### src/rtl/mult_csa_pkg.sv
// Shared helpers for the pipelined carry-save array multiplier.
//   num_stages() : compute-stage count, ceil(width / rows)
//   latency()    : accept-to-out_valid latency, num_stages() + 1
//   last_row()   : index of the final CSA row evaluated in a given stage
//   row_ctrl()   : Baugh-Wooley controls for one row (signed build only)
// Optional feature macro: MULT_CSA_SIGNED_EN (two's complement operands).
package mult_csa_pkg;

  typedef struct packed {
    logic inv_msb;  // invert a[W-1]&b[j]
    logic inv_low;  // invert a[W-2:0]&b[j]
    logic inject;   // constant 1 into the free top sum slot
  } row_ctrl_t;

  function automatic int unsigned num_stages(int unsigned width, int unsigned rows);
    return (width + rows - 1) / rows;
  endfunction

  function automatic int unsigned latency(int unsigned width, int unsigned rows);
    return num_stages(width, rows) + 1;
  endfunction

  function automatic int unsigned last_row(int unsigned stage, int unsigned width,
                                           int unsigned rows);
    return ((stage + 1) * rows > width) ? width - 1 : (stage + 1) * rows - 1;
  endfunction

  // Row j's free top sum slot carries weight 2^(j+W): row 0 lands the
  // column-W constant, row W-1 lands the column-(2W-1) constant.
  function automatic row_ctrl_t row_ctrl(int unsigned row, int unsigned width);
    row_ctrl_t c;
    c.inv_msb = (row != width - 1);
    c.inv_low = (row == width - 1);
    c.inject  = (row == 0) || (row == width - 1);
    return c;
  endfunction

endpackage

### src/rtl/mult_core.sv
// Full-adder cell used as the carry-save reduction element.
//   a_i, b_i, c_i : addends
//   s_o           : sum bit
//   co_o          : carry bit (weight 2)
module mult_core (
  input  logic a_i,
  input  logic b_i,
  input  logic c_i,
  output logic s_o,
  output logic co_o
);

  assign s_o  = a_i ^ b_i ^ c_i;
  assign co_o = (a_i & b_i) | (c_i & (a_i ^ b_i));

endmodule

### src/rtl/mult_csa_row.sv
// One combinational carry-save row: adds partial product a & b_j into the
// incoming sum/carry vectors, retires the lowest bit as a product bit and
// returns the sum vector realigned by one position for the next row.
//   sum_i, carry_i : incoming carry-save vectors
//   a_i            : multiplicand
//   b_j_i          : multiplier bit for this row
//   ctrl_i         : Baugh-Wooley row controls (MULT_CSA_SIGNED_EN only)
//   sum_o, carry_o : outgoing carry-save vectors
//   p_o            : retired product bit
module mult_csa_row
  import mult_csa_pkg::*;
#(
  parameter int unsigned Width = 8
) (
  input  logic [Width-1:0] sum_i,
  input  logic [Width-1:0] carry_i,
  input  logic [Width-1:0] a_i,
  input  logic             b_j_i,
`ifdef MULT_CSA_SIGNED_EN
  input  row_ctrl_t        ctrl_i,
`endif
  output logic [Width-1:0] sum_o,
  output logic [Width-1:0] carry_o,
  output logic             p_o
);

  logic [Width-1:0] pp;
  logic [Width-1:0] fa_s;
  logic [Width-1:0] fa_c;

  always_comb begin
    pp = a_i & {Width{b_j_i}};
`ifdef MULT_CSA_SIGNED_EN
    pp[Width-1]   = pp[Width-1] ^ ctrl_i.inv_msb;
    pp[Width-2:0] = pp[Width-2:0] ^ {(Width-1){ctrl_i.inv_low}};
`endif
  end

  for (genvar i = 0; i < Width; i++) begin : g_fa
    mult_core u_fa (
      .a_i (pp[i]),
      .b_i (sum_i[i]),
      .c_i (carry_i[i]),
      .s_o (fa_s[i]),
      .co_o(fa_c[i])
    );
  end

  assign p_o     = fa_s[0];
  assign carry_o = fa_c;
`ifdef MULT_CSA_SIGNED_EN
  assign sum_o   = {ctrl_i.inject, fa_s[Width-1:1]};
`else
  assign sum_o   = {1'b0, fa_s[Width-1:1]};
`endif

endmodule

### src/rtl/mult_csa_pipe.sv
// Pipelined WIDTH x WIDTH carry-save array multiplier with valid/ready
// handshakes. An input register bank is followed by NS compute stages of
// ROWS_PER_STAGE CSA rows each and a registered ripple merge; latency is NS+1.
// The whole pipe advances together when the output slot is free or drained.
//   clk_i, rst_n_i            : clock, async active-low reset
//   in_valid_i / in_ready_o   : operand handshake
//   a_i, b_i                  : operands
//   out_valid_o / out_ready_i : product handshake
//   p_o                       : 2*WIDTH-bit product
// Optional feature macro: MULT_CSA_SIGNED_EN (Baugh-Wooley signed multiply).
module mult_csa_pipe
  import mult_csa_pkg::*;
#(
  parameter int unsigned WIDTH          = 8,
  parameter int unsigned ROWS_PER_STAGE = 2
) (
  input  logic               clk_i,
  input  logic               rst_n_i,
  input  logic               in_valid_i,
  output logic               in_ready_o,
  input  logic [WIDTH-1:0]   a_i,
  input  logic [WIDTH-1:0]   b_i,
  output logic               out_valid_o,
  input  logic               out_ready_i,
  output logic [2*WIDTH-1:0] p_o
);

  localparam int unsigned NS = num_stages(WIDTH, ROWS_PER_STAGE);
  localparam int unsigned R  = ROWS_PER_STAGE;

  typedef struct packed {
    logic             valid;
    logic [WIDTH-1:0] sum;
    logic [WIDTH-1:0] carry;
    logic [WIDTH-1:0] a;
    logic [WIDTH-1:0] b;
    logic [WIDTH-1:0] plo;  // product bits already retired by earlier rows
  } stage_t;

  // pipe_q[0] is the operand capture bank; pipe_q[k+1] follows compute stage k.
  stage_t pipe_q [NS+1];
  stage_t pipe_d [NS+1];

  logic               out_valid_q;
  logic [2*WIDTH-1:0] p_q;
  logic [2*WIDTH-1:0] p_d;
  logic               adv;

  logic [WIDTH-1:0] row_s_in  [WIDTH];
  logic [WIDTH-1:0] row_c_in  [WIDTH];
  logic [WIDTH-1:0] row_s_out [WIDTH];
  logic [WIDTH-1:0] row_c_out [WIDTH];
  logic [WIDTH-1:0] row_p;

  assign adv         = ~out_valid_q | out_ready_i;
  assign in_ready_o  = adv;
  assign out_valid_o = out_valid_q;
  assign p_o         = p_q;

  for (genvar j = 0; j < WIDTH; j++) begin : g_row
    localparam int unsigned K = j / R;
    if (j % R == 0) begin : g_first
      assign row_s_in[j] = pipe_q[K].sum;
      assign row_c_in[j] = pipe_q[K].carry;
    end else begin : g_chain
      assign row_s_in[j] = row_s_out[j-1];
      assign row_c_in[j] = row_c_out[j-1];
    end

    mult_csa_row #(
      .Width(WIDTH)
    ) u_row (
      .sum_i  (row_s_in[j]),
      .carry_i(row_c_in[j]),
      .a_i    (pipe_q[K].a),
      .b_j_i  (pipe_q[K].b[j]),
`ifdef MULT_CSA_SIGNED_EN
      .ctrl_i (row_ctrl(j, WIDTH)),
`endif
      .sum_o  (row_s_out[j]),
      .carry_o(row_c_out[j]),
      .p_o    (row_p[j])
    );
  end

  always_comb begin
    pipe_d[0]       = '0;
    pipe_d[0].valid = in_valid_i;
    pipe_d[0].a     = a_i;
    pipe_d[0].b     = b_i;
    for (int unsigned k = 0; k < NS; k++) begin
      pipe_d[k+1]       = pipe_q[k];
      pipe_d[k+1].sum   = row_s_out[last_row(k, WIDTH, R)];
      pipe_d[k+1].carry = row_c_out[last_row(k, WIDTH, R)];
      for (int unsigned j = 0; j < WIDTH; j++) begin
        if (j / R == k) pipe_d[k+1].plo[j] = row_p[j];
      end
    end
  end

  // Ripple merge of the final carry-save pair into the upper product half.
  // The carry out of the top bit falls beyond the 2*WIDTH-bit result.
  always_comb begin
    logic cy;
    cy  = 1'b0;
    p_d = '0;
    p_d[WIDTH-1:0] = pipe_q[NS].plo;
    for (int unsigned i = 0; i < WIDTH; i++) begin
      p_d[WIDTH+i] = pipe_q[NS].sum[i] ^ pipe_q[NS].carry[i] ^ cy;
      cy = (pipe_q[NS].sum[i] & pipe_q[NS].carry[i]) |
           (cy & (pipe_q[NS].sum[i] ^ pipe_q[NS].carry[i]));
    end
  end

  always_ff @(posedge clk_i or negedge rst_n_i) begin
    if (!rst_n_i) begin
      for (int unsigned k = 0; k <= NS; k++) pipe_q[k] <= '0;
      out_valid_q <= 1'b0;
      p_q         <= '0;
    end else if (adv) begin
      for (int unsigned k = 0; k <= NS; k++) pipe_q[k] <= pipe_d[k];
      out_valid_q <= pipe_q[NS].valid;
      p_q         <= p_d;
    end
  end

endmodule

### config.mk
export PLATFORM = sky130hd
export DESIGN_NAME = mult_csa_pipe
export DESIGN_NICKNAME = d
export VERILOG_FILES = /design/src/rtl/mult_csa_pkg.sv /design/src/rtl/mult_core.sv /design/src/rtl/mult_csa_row.sv /design/src/rtl/mult_csa_pipe.sv
export SDC_FILE = /design/constraint.sdc
export NUM_CORES = 1
export LEC_CHECK = 0
export BUFFER_PORTS_ARGS = -buffer_cell sky130_fd_sc_hd__buf_2
export CORE_MARGIN = 8
export CORE_UTILIZATION = 62
export CTS_CLUSTER_DIAMETER = 200
export DETAILED_ROUTE_END_ITERATION = 8
export GPL_ROUTABILITY_DRIVEN = 1
export PLACE_DENSITY = 0.85
export SYNTH_ARGS = -nofsm -noshare
export SYNTH_HDL_FRONTEND = slang
export SYNTH_HIERARCHICAL = 1
export SYNTH_SLANG_ARGS = --single-unit
export TNS_END_PERCENT = 100
### constraint.sdc
create_clock -name clk_i -period 3.9 [get_ports clk_i]
set_input_delay 0.195 -clock clk_i [delete_from_list [all_inputs] [get_ports clk_i]]
set_output_delay 0.195 -clock clk_i [all_outputs]
set_load 0.005 [all_outputs]
**Word-level counts from Yosys, hierarchy flattened**

Cells that the tools add are included.

- Register bits after elaboration: 163
- Input bits: 20
- Output and inout port bits: 18

- Bitwise gates (word level): 271

Operator list:

| cell | number |
|---|---|
| $xor 1x1->1 | 106 |
| $and 1x1->1 | 105 |
| $and 8x8->8 | 8 |
| $or 1x1->1 | 49 |
| $and 1x1->1 const A | 1 |
| $not 1->1 | 1 |
| $xor 1x1->1 const B | 1 |

**Depth between registers and ports, before layout**

Gate-level depths: netlist of run 1.

- Depth after elaboration: 14
- Gate-level depth with buffers: 9
- Gate-level depth less buffers: 9

**Hierarchy**

The synthesis of run 1 kept the hierarchy.

Modules (own cells, without submodules):

| module | times used | cells an instance | area each (µm²) |
|---|---|---|---|
| mult_csa_pipe | 1 | 344 | 6458.7 |
| mult_core | 64 | 1 | 20.0 |
| mult_csa_row | 8 | 10 | 61.3 |

**Worst setup path before layout of run 1**

OpenSTA, ideal clock, no wires.

- Kind: reg-to-reg
- Start point: reg, netlist name pipe_q[24]
- End point: reg p_q[15], in the netlist p_o[15]
- Library setup time: 0.125 ns
- Data arrival time: 3.241 ns
- Required time: 3.775 ns
- Slack: 0.534 ns
- Stages on the path, launching flop included: 10
- Period minus slack after synthesis: 3.366 ns
- Cells stage by stage: dfrtp_1 > ha_1 > fa_1 > fa_1 > fa_1 > fa_1 > fa_1 > fa_1 > xor3_1 > mux2_2

- Word-level cells in the longest chain between the ends: 14

Ends and longest elaborated chain:

| what | RTL line | text |
|---|---|---|
| $and 1x1->1 | mult_csa_pipe.sv:110 | `cy = (pipe_q[NS].sum[i] & pipe_q[NS].carry[i]) \|` |
| $and 1x1->1 | mult_csa_pipe.sv:111 | `(cy & (pipe_q[NS].sum[i] ^ pipe_q[NS].carry[i]));` |
| $or 1x1->1 | mult_csa_pipe.sv:110 |  |
| $and 1x1->1 | mult_csa_pipe.sv:111 |  |
| $or 1x1->1 | mult_csa_pipe.sv:110 |  |
| $and 1x1->1 | mult_csa_pipe.sv:111 |  |
| $or 1x1->1 | mult_csa_pipe.sv:110 |  |
| $and 1x1->1 | mult_csa_pipe.sv:111 |  |
| $or 1x1->1 | mult_csa_pipe.sv:110 |  |
| $and 1x1->1 | mult_csa_pipe.sv:111 |  |
| $or 1x1->1 | mult_csa_pipe.sv:110 |  |
| $and 1x1->1 | mult_csa_pipe.sv:111 |  |
| $or 1x1->1 | mult_csa_pipe.sv:110 |  |
| $xor 1x1->1 | mult_csa_pipe.sv:109 | `p_d[WIDTH+i] = pipe_q[NS].sum[i] ^ pipe_q[NS].carry[i] ^ cy;` |
| end signal, assigned | mult_csa_pipe.sv:123 | `p_q <= p_d;` |
| end, declared | mult_csa_pipe.sv:45 | `logic [2*WIDTH-1:0] p_q;` |

Every way passes these cells.
A chain may end at the register's enable or synchronous reset.

**Final worst setup path of run 1**

- Start point: reg, netlist name pipe_q[24]
- End point: reg p_q[15], in the netlist p_o[15]

- Word-level cells in the longest chain between the ends: 14

Ends and longest elaborated chain:

| what | RTL line |
|---|---|
| $and 1x1->1 | mult_csa_pipe.sv:110 |
| $and 1x1->1 | mult_csa_pipe.sv:111 |
| $or 1x1->1 | mult_csa_pipe.sv:110 |
| $and 1x1->1 | mult_csa_pipe.sv:111 |
| $or 1x1->1 | mult_csa_pipe.sv:110 |
| $and 1x1->1 | mult_csa_pipe.sv:111 |
| $or 1x1->1 | mult_csa_pipe.sv:110 |
| $and 1x1->1 | mult_csa_pipe.sv:111 |
| $or 1x1->1 | mult_csa_pipe.sv:110 |
| $and 1x1->1 | mult_csa_pipe.sv:111 |
| $or 1x1->1 | mult_csa_pipe.sv:110 |
| $and 1x1->1 | mult_csa_pipe.sv:111 |
| $or 1x1->1 | mult_csa_pipe.sv:110 |
| $xor 1x1->1 | mult_csa_pipe.sv:109 |

Every way passes these cells.

==> results.txt, run 1 <==
----------------------------------------------------
[Synthesis]
  Sequential cell area fraction in the yosys report ... 0.480
  Unique cell type count in the Yosys netlist ... 13
  Mean cell area of the mapped netlist ... approximately 17 um2
  Number of warnings printed during yosys synthesis ... 6
  Cell types with the largest area share after synthesis ... sky130_fd_sc_hd__dfrtp_1, sky130_fd_sc_hd__mux2_4, sky130_fd_sc_hd__fa_1
  Library cell occupying the most area in the post-synthesis netlist ... sky130_fd_sc_hd__dfrtp_1
  Post-synth top area share ... 0.480
  Synthesized area ... slightly above 0.008 mm2
  Seq cells post-synth ... 158
  Synthesized instance count ... 488

[Worst setup path]
  Maximum fanout encountered on the critical timing path ... 2
  Critical path start-end classification ... reg2reg
  Critical path data arrival time ... 3.85 ns
  Count of buffer and inverter cells on the critical path ... 0
  Worst path max stage delay ... approximately 0.42 ns
  R2r endpoint ... p_o[15]
  Reg-to-reg critical path startpoint ... pipe_q[24]
  Reg2reg setup slack ... between 0.3 and 0.4 ns
  Most frequent cell on the critical path ... sky130_fd_sc_hd__fa_1
  Logic depth of the worst register-to-register path ... 9
  Cell family with most CP delay ... adder cells
  Critical Path Slowest Stage Cell ... sky130_fd_sc_hd__fa_1
  Kind of capture point of the worst setup path ... register
  Series of cell instances along the critical path ... ha_1 -> fa_1 -> fa_1 -> fa_1 -> fa_1 -> fa_1 -> fa_1 -> xor3_1 -> mux2_2
  Worst Path Required ... between 4 and 5 ns
  Startpoint type of the worst setup path ... register

[Placement]
  Final estimated routing congestion in global placement ... between 0.7 and 0.8
  Placement-stage worst setup slack ... roughly 0.38 ns
  Port Buf Inserts ... 37
  Placed Instances ... 695
  Total cell area at the placement stage ... roughly 0.0085 mm2
  Post-DP HPWL ... just under 9 mm

[STA]
  Transition at the pin with the smallest max-transition slack ... roughly 1.1 ns
  Fin Setup TNS ... 0 ns
  Max Slew Vio Count ... 0
  Least setup slack across all paths after layout ... roughly 0.35 ns
  Setup repair after global routing missed its margin ... false
  Number of hold violations in the final report ... 0
  Post-route fraction of the period consumed by the critical path ... 0.909
  Final Critical Period ... roughly 3.5 ns
  Worst relative slew slack ... 0.271
  Skew final ... approximately 0.0047 ns
  Final hold slack ... 0.0219 ns
  Final setup viols ... 0
  Timing-limited maximum frequency ... roughly 280 MHz

[Routing]
  Post-detailed-route wirelength per cell ... roughly 18 um
  Detailed-routed wire length on met2 ... 6.59 mm
  Number of remaining DRC errors ... 0
  DR iter-0 viols ... 180
  Top routing layer in use ... met4
  Total number of vias ... ~3800
  Routed wire length on met3 ... 342 um
  Total wirelength of the detailed-routed design ... 13.2 mm
  Routed vias/inst ... 5.14
  Drt pass-1 iters ... 5
  Met1 wire length ... a little over 6 mm
  Number of nets with antenna violations after routing ... 0

[Floorplan]
  Starting Density ... 0.629
  Die Area ... roughly 0.017 mm2
  Width of the chip ... ~130 um
  I/O pin count ... 38
  Area of the core region ... roughly 0.013 mm2
  Number of rows created at floorplan ... 42
  Die outline height ... roughly 130 um

[Clock tree]
  Maximum buffer depth of the clock tree ... 2
  Clock network latency to the later pin of the worst-skew pair ... roughly 0.42 ns
  Inserted Clock Buffers ... 17
  Clock tree from TritonCTS ... done
  Register clock-pin slew on the reported worst setup and hold paths ... approximately 0.06 ns
  Post-CTS setup buffer count ... 0
  Root buffer cell ... sky130_fd_sc_hd__clkbuf_16
  H-Tree Level Count ... 4
  Number of clock sinks ... approximately 160
  Post-CTS Hold Buffers ... 16
  CTS-repair resized insts ... 0

[Global route]
  Largest net degree at the start of global routing ... roughly 120
  Total gr overflow ... 0
  Aggregate global-route resource usage ... 0.166
  Initial antenna violation count ... 0
  First-pass GRT wire length ... about 23 mm
  Vias in the first global route ... between 4000 and 5000

[Min path]
  Start point of the worst min-delay path ... in_valid_i
  Capture endpoint of the worst hold path ... pipe_d[163]
  Depth of the worst hold-timing path ... 2
  Worst min-delay path category ... in2reg

[Pwr]
  Maximum VDD drop ... between 400 and 500 uV
  Static Leak ... between 4 and 5 nW
  Power density cells ... just under 1000 mW/mm2
  Total Power Consumption ... between 9 and 10 mW

[Layout]
  Area of the multi-input gates ... just over 0.004 mm2
  Inserted Diodes ... 0
  Final std cells w/o fill ... around 740
  Sequential cell area ... ~0.004 mm2
  Filler cell count in the final layout ... approximately 800
  Utilization after layout ... 0.714
  Fraction of layout cells with a size suffix above 1 ... 0.406
  Final nets ... approximately 650
  Cell area after layout ... 0.00934 mm2
  Most common cell after layout, fill and taps aside ... sky130_fd_sc_hd__dfrtp_1
  Area delta synth->final ... 13.5%
  Commonest cells after routing, fill and taps aside ... sky130_fd_sc_hd__dfrtp_1, sky130_fd_sc_hd__mux2_4, sky130_fd_sc_hd__fa_1

[Status]
  Result of the run ... finished, final reports clean

[Flow run]
  Max cap viols ... 0

----------------------------------------------------
-- how the worst max path moves through the flow --
stage / slack [ns] / cells past startpoint / end / startpoint
final: 0.35 / 9 / p_o[15] / pipe_q[24]
after global routing: 0.21 / 9 / p_o[15] / pipe_q[24]
after CTS: 0.36 / 9 / p_o[15] / pipe_q[24]
after detailed placement: 0.38 / 9 / p_o[15] / pipe_q[24]
after global placement: 0.43 / 9 / p_o[15] / pipe_q[24]
after floorplan: 0.53 / 9 / p_o[15] / pipe_q[24]
-- routing by layer --
layer	up-vias	track usage
li1	1729	-
met4	0	0.0717
met1	2016	0.212
met5	-	0
met3	18	0.0354
met2	50	0.271
-- cells in the mapped netlist --
master                       n
sky130_fd_sc_hd__and2_1     64
sky130_fd_sc_hd__buf_4       8
sky130_fd_sc_hd__mux2_4    101
sky130_fd_sc_hd__fa_1       70
sky130_fd_sc_hd__nand2b_4    1
sky130_fd_sc_hd__buf_6      14
sky130_fd_sc_hd__buf_2       4
sky130_fd_sc_hd__xor3_1      1
sky130_fd_sc_hd__nand2b_1    1
sky130_fd_sc_hd__mux2_2     56
sky130_fd_sc_hd__dfrtp_1   158
sky130_fd_sc_hd__conb_1      9
sky130_fd_sc_hd__ha_1        1
-- sequential cells by signal (all words and copies together) (netlist names) --
register / flops
out_valid_o: 1
pipe_q: 65
p_o: 16
p_d: 8
pipe_d: 68
-- layout make-up --
type                       instances  share of cell area
timing repair buffer              58              0.0443
tap                              176              0.0236
clock inverter                    12              0.0232
multi-input combinational        319               0.438
sequential                       158               0.423
clock buffer                      19              0.0474
-- power by group --
group | internal, mW | switching (mW) | total (mW)
registers | 2.46 | 0.663 | 3.12
clock network | 1.21 | 0.627 | 1.84
logic | 2.54 | 1.55 | 4.09
-- cell families (layout without fill, tap and decap cells) --
group	after synthesis	in the layout	synth area share
DFF	158	158	0.480
muxes	157	157	0.261
adders and majority gates	71	71	0.172
and+or+nand+nor	66	66	0.0511
buffers and inverters	26	89	0.0289
other	9	24	0.00410
xor gates and xnor gates	1	1	0.00289
Power figures use the tool's default switching activity.
==> run 2, diff against run 1 <==
CAP_MARGIN = 30   (was default)
CELL_PAD_IN_SITES_DETAIL_PLACEMENT = 0   (was default)
CELL_PAD_IN_SITES_GLOBAL_PLACEMENT = 1   (was default)
CORE_UTILIZATION = 53   (was 62)
==> run 2 against run 1 <==
Register-to-register slack worse by 0.02 ns. Design area down 0.70%. Combinational power down 3%. Non-clock buffer count up 1. First-iteration DRC count down 42%. Setup slack worse by 0.022 ns. Highest routed layer unchanged. Count of clock-buffer cells in the layout up 2. Maximum frequency down 0.62%. Power down 5.0%. Critical endpoint unchanged. Via count down 2.5%. Critical path type unchanged. Clock power down 15%. Flip-flop and latch count unchanged.
==> results.txt, run 2 (same netlist as run 1, synthesis figures left out) <==
----------------------------------------------------
[Floorplan]
  Starting Density ... 0.541
  Die outline height ... ~140 um
  Number of rows created at floorplan ... between 40 and 50
  I/O pin count ... 38
  Die Area ... between 0.015 and 0.02 mm2
  Area of the core region ... 0.0152 mm2
  Width of the chip ... ~140 um

[Global route]
  First-pass GRT wire length ... roughly 22 mm
  Vias in the first global route ... 4320
  Total gr overflow ... 0
  Aggregate global-route resource usage ... 0.137
  Initial antenna violation count ... 0
  Largest net degree at the start of global routing ... between 100 and 150

[Flow run]
  Max cap viols ... 0

[Status]
  Result of the run ... finished, final reports clean

[Clock tree]
  Clock network latency to the later pin of the worst-skew pair ... 0.42 ns
  Inserted Clock Buffers ... 17
  Clock tree from TritonCTS ... done
  Register clock-pin slew on the reported worst setup and hold paths ... 0.06 ns
  Maximum buffer depth of the clock tree ... 2
  Root buffer cell ... sky130_fd_sc_hd__clkbuf_16
  Number of clock sinks ... 158
  H-Tree Level Count ... 4

[Layout]
  Fraction of layout cells with a size suffix above 1 ... 0.400
  Final nets ... between 600 and 700
  Most common cell after layout, fill and taps aside ... sky130_fd_sc_hd__dfrtp_1
  Commonest cells after routing, fill and taps aside ... sky130_fd_sc_hd__dfrtp_1, sky130_fd_sc_hd__mux2_4, sky130_fd_sc_hd__fa_1
  Final std cells w/o fill ... roughly 760
  Largest register FFs ... 68
  Inserted Diodes ... 0
  Area delta synth->final ... 12.7%

[Worst setup path]
  Maximum fanout encountered on the critical timing path ... 2
  Critical path start-end classification ... reg2reg
  Worst Path Required ... around 4.2 ns
  Startpoint type of the worst setup path ... register
  Critical path data arrival time ... ~3.9 ns
  Reg2reg setup slack ... 0.33 ns
  Kind of capture point of the worst setup path ... register

[STA]
  Fin Setup TNS ... 0 ns
  Final Critical Period ... ~3.6 ns
  Setup repair after global routing missed its margin ... false
  Worst relative slew slack ... 0.398
  Post-route fraction of the period consumed by the critical path ... 0.915
  Final setup viols ... 0
  Max Slew Vio Count ... 0
  Transition at the pin with the smallest max-transition slack ... ~0.90 ns
  Timing-limited maximum frequency ... ~280 MHz
  Skew final ... 0.00491 ns
  Number of hold violations in the final report ... 0

[Routing]
  Total number of vias ... between 3000 and 4000
  Routed vias/inst ... between 4 and 5
  Number of remaining DRC errors ... 0
  Total wirelength of the detailed-routed design ... approximately 12 mm
  DR iter-0 viols ... ~110
  Drt pass-1 iters ... 4
  Post-detailed-route wirelength per cell ... ~16 um
  Number of nets with antenna violations after routing ... 0

[Placement]
  Port Buf Inserts ... 37
  Final estimated routing congestion in global placement ... approximately 0.7
  Post-DP HPWL ... roughly 8.4 mm
  Placed Instances ... roughly 700

[Pwr]
  Power density cells ... a little over 900 mW/mm2
  Total Power Consumption ... roughly 8.6 mW
  Static Leak ... between 4 and 5 nW
  Maximum VDD drop ... approximately 420 uV

[Min path]
  Worst min-delay path category ... in2async

----------------------------------------------------
[run 2: changes by cell type in the layout (fill, tap and decap cells not counted)]
| cell | before | now |
|---|---|---|
| sky130_fd_sc_hd__bufinv_16 | 6 | 2 |
| sky130_fd_sc_hd__clkinvlp_4 | 1 | 5 |
| sky130_fd_sc_hd__clkbuf_1 | 1 | 3 |
| sky130_fd_sc_hd__clkinv_2 | 4 | 2 |
| sky130_fd_sc_hd__dlygate4sd3_1 | 16 | 18 |
| sky130_fd_sc_hd__buf_4 | 3 | 2 |
[run 2: critical path: stages, from the launching register on]
cell and delay, ns:
sky130_fd_sc_hd__dfrtp_1 0.39, sky130_fd_sc_hd__ha_1 0.21, sky130_fd_sc_hd__fa_1 0.39, sky130_fd_sc_hd__fa_1 0.40, sky130_fd_sc_hd__fa_1 0.40, sky130_fd_sc_hd__fa_1 0.41
sky130_fd_sc_hd__fa_1 0.40, sky130_fd_sc_hd__fa_1 0.40, sky130_fd_sc_hd__xor3_1 0.18, sky130_fd_sc_hd__mux2_2 0.27
[run 2: report_power, final]
part / switching [mW] / internal [mW] / total (mW)
logic: 1.44 / 2.51 / 3.95
registers: 0.618 / 2.46 / 3.08
clock network: 0.623 / 0.952 / 1.57
[run 2: what timing repair did]
item / CTS / global route
endpoints found under the hold margin: 117 / 0
buffers inserted: 0 / 0
endpoints found under the setup margin: 0 / 0
hold buffers: 18 / 0
gates resized for setup: 0 / 0
[run 2: final cells by class]
class	count	area, um2
fill	1131	5920
multi-input combinational	319	4100
sequential	158	3950
clock buffer	21	450
timing repair buffer	59	427
tap	188	235
clock inverter	10	116
[run 2: routing by layer]
layer | part of all wire | GRT usage
met1 | 0.49 | 0.182
met2 | 0.46 | 0.211
met3 | 0.029 | 0.0327
met4 | 0.020 | 0.0611
met5 | 0 | 0
[run 2: final timing paths]
path,from,to,cells past startpoint
setup / recovery,pipe_q[24],p_o[15],9
hold / removal,rst_n_i,pipe_d[83],2
hold reg to reg,pipe_q[40],out_valid_o,1
setup reg to reg,pipe_q[24],p_o[15],9
max in group asynchronous,rst_n_i,pipe_q[113],3
min in group clk_i,pipe_q[40],out_valid_o,1
[run 2: through the flow]
step / area, um2 / worst slack, ns / utilization / hold slack [ns]
2_1_floorplan: 8290 / 0.534 / - / -0.101
3_3_place_gp: 8530 / 0.428 / 0.561 / 0.364
3_5_place_dp: 8530 / 0.387 / 0.561 / 0.372
4_1_cts: 9280 / 0.300 / 0.610 / 0.485
5_1_grt: 9280 / 0.182 / 0.610 / 0.495
6_report: 9280 / 0.332 / 0.610 / 0.456
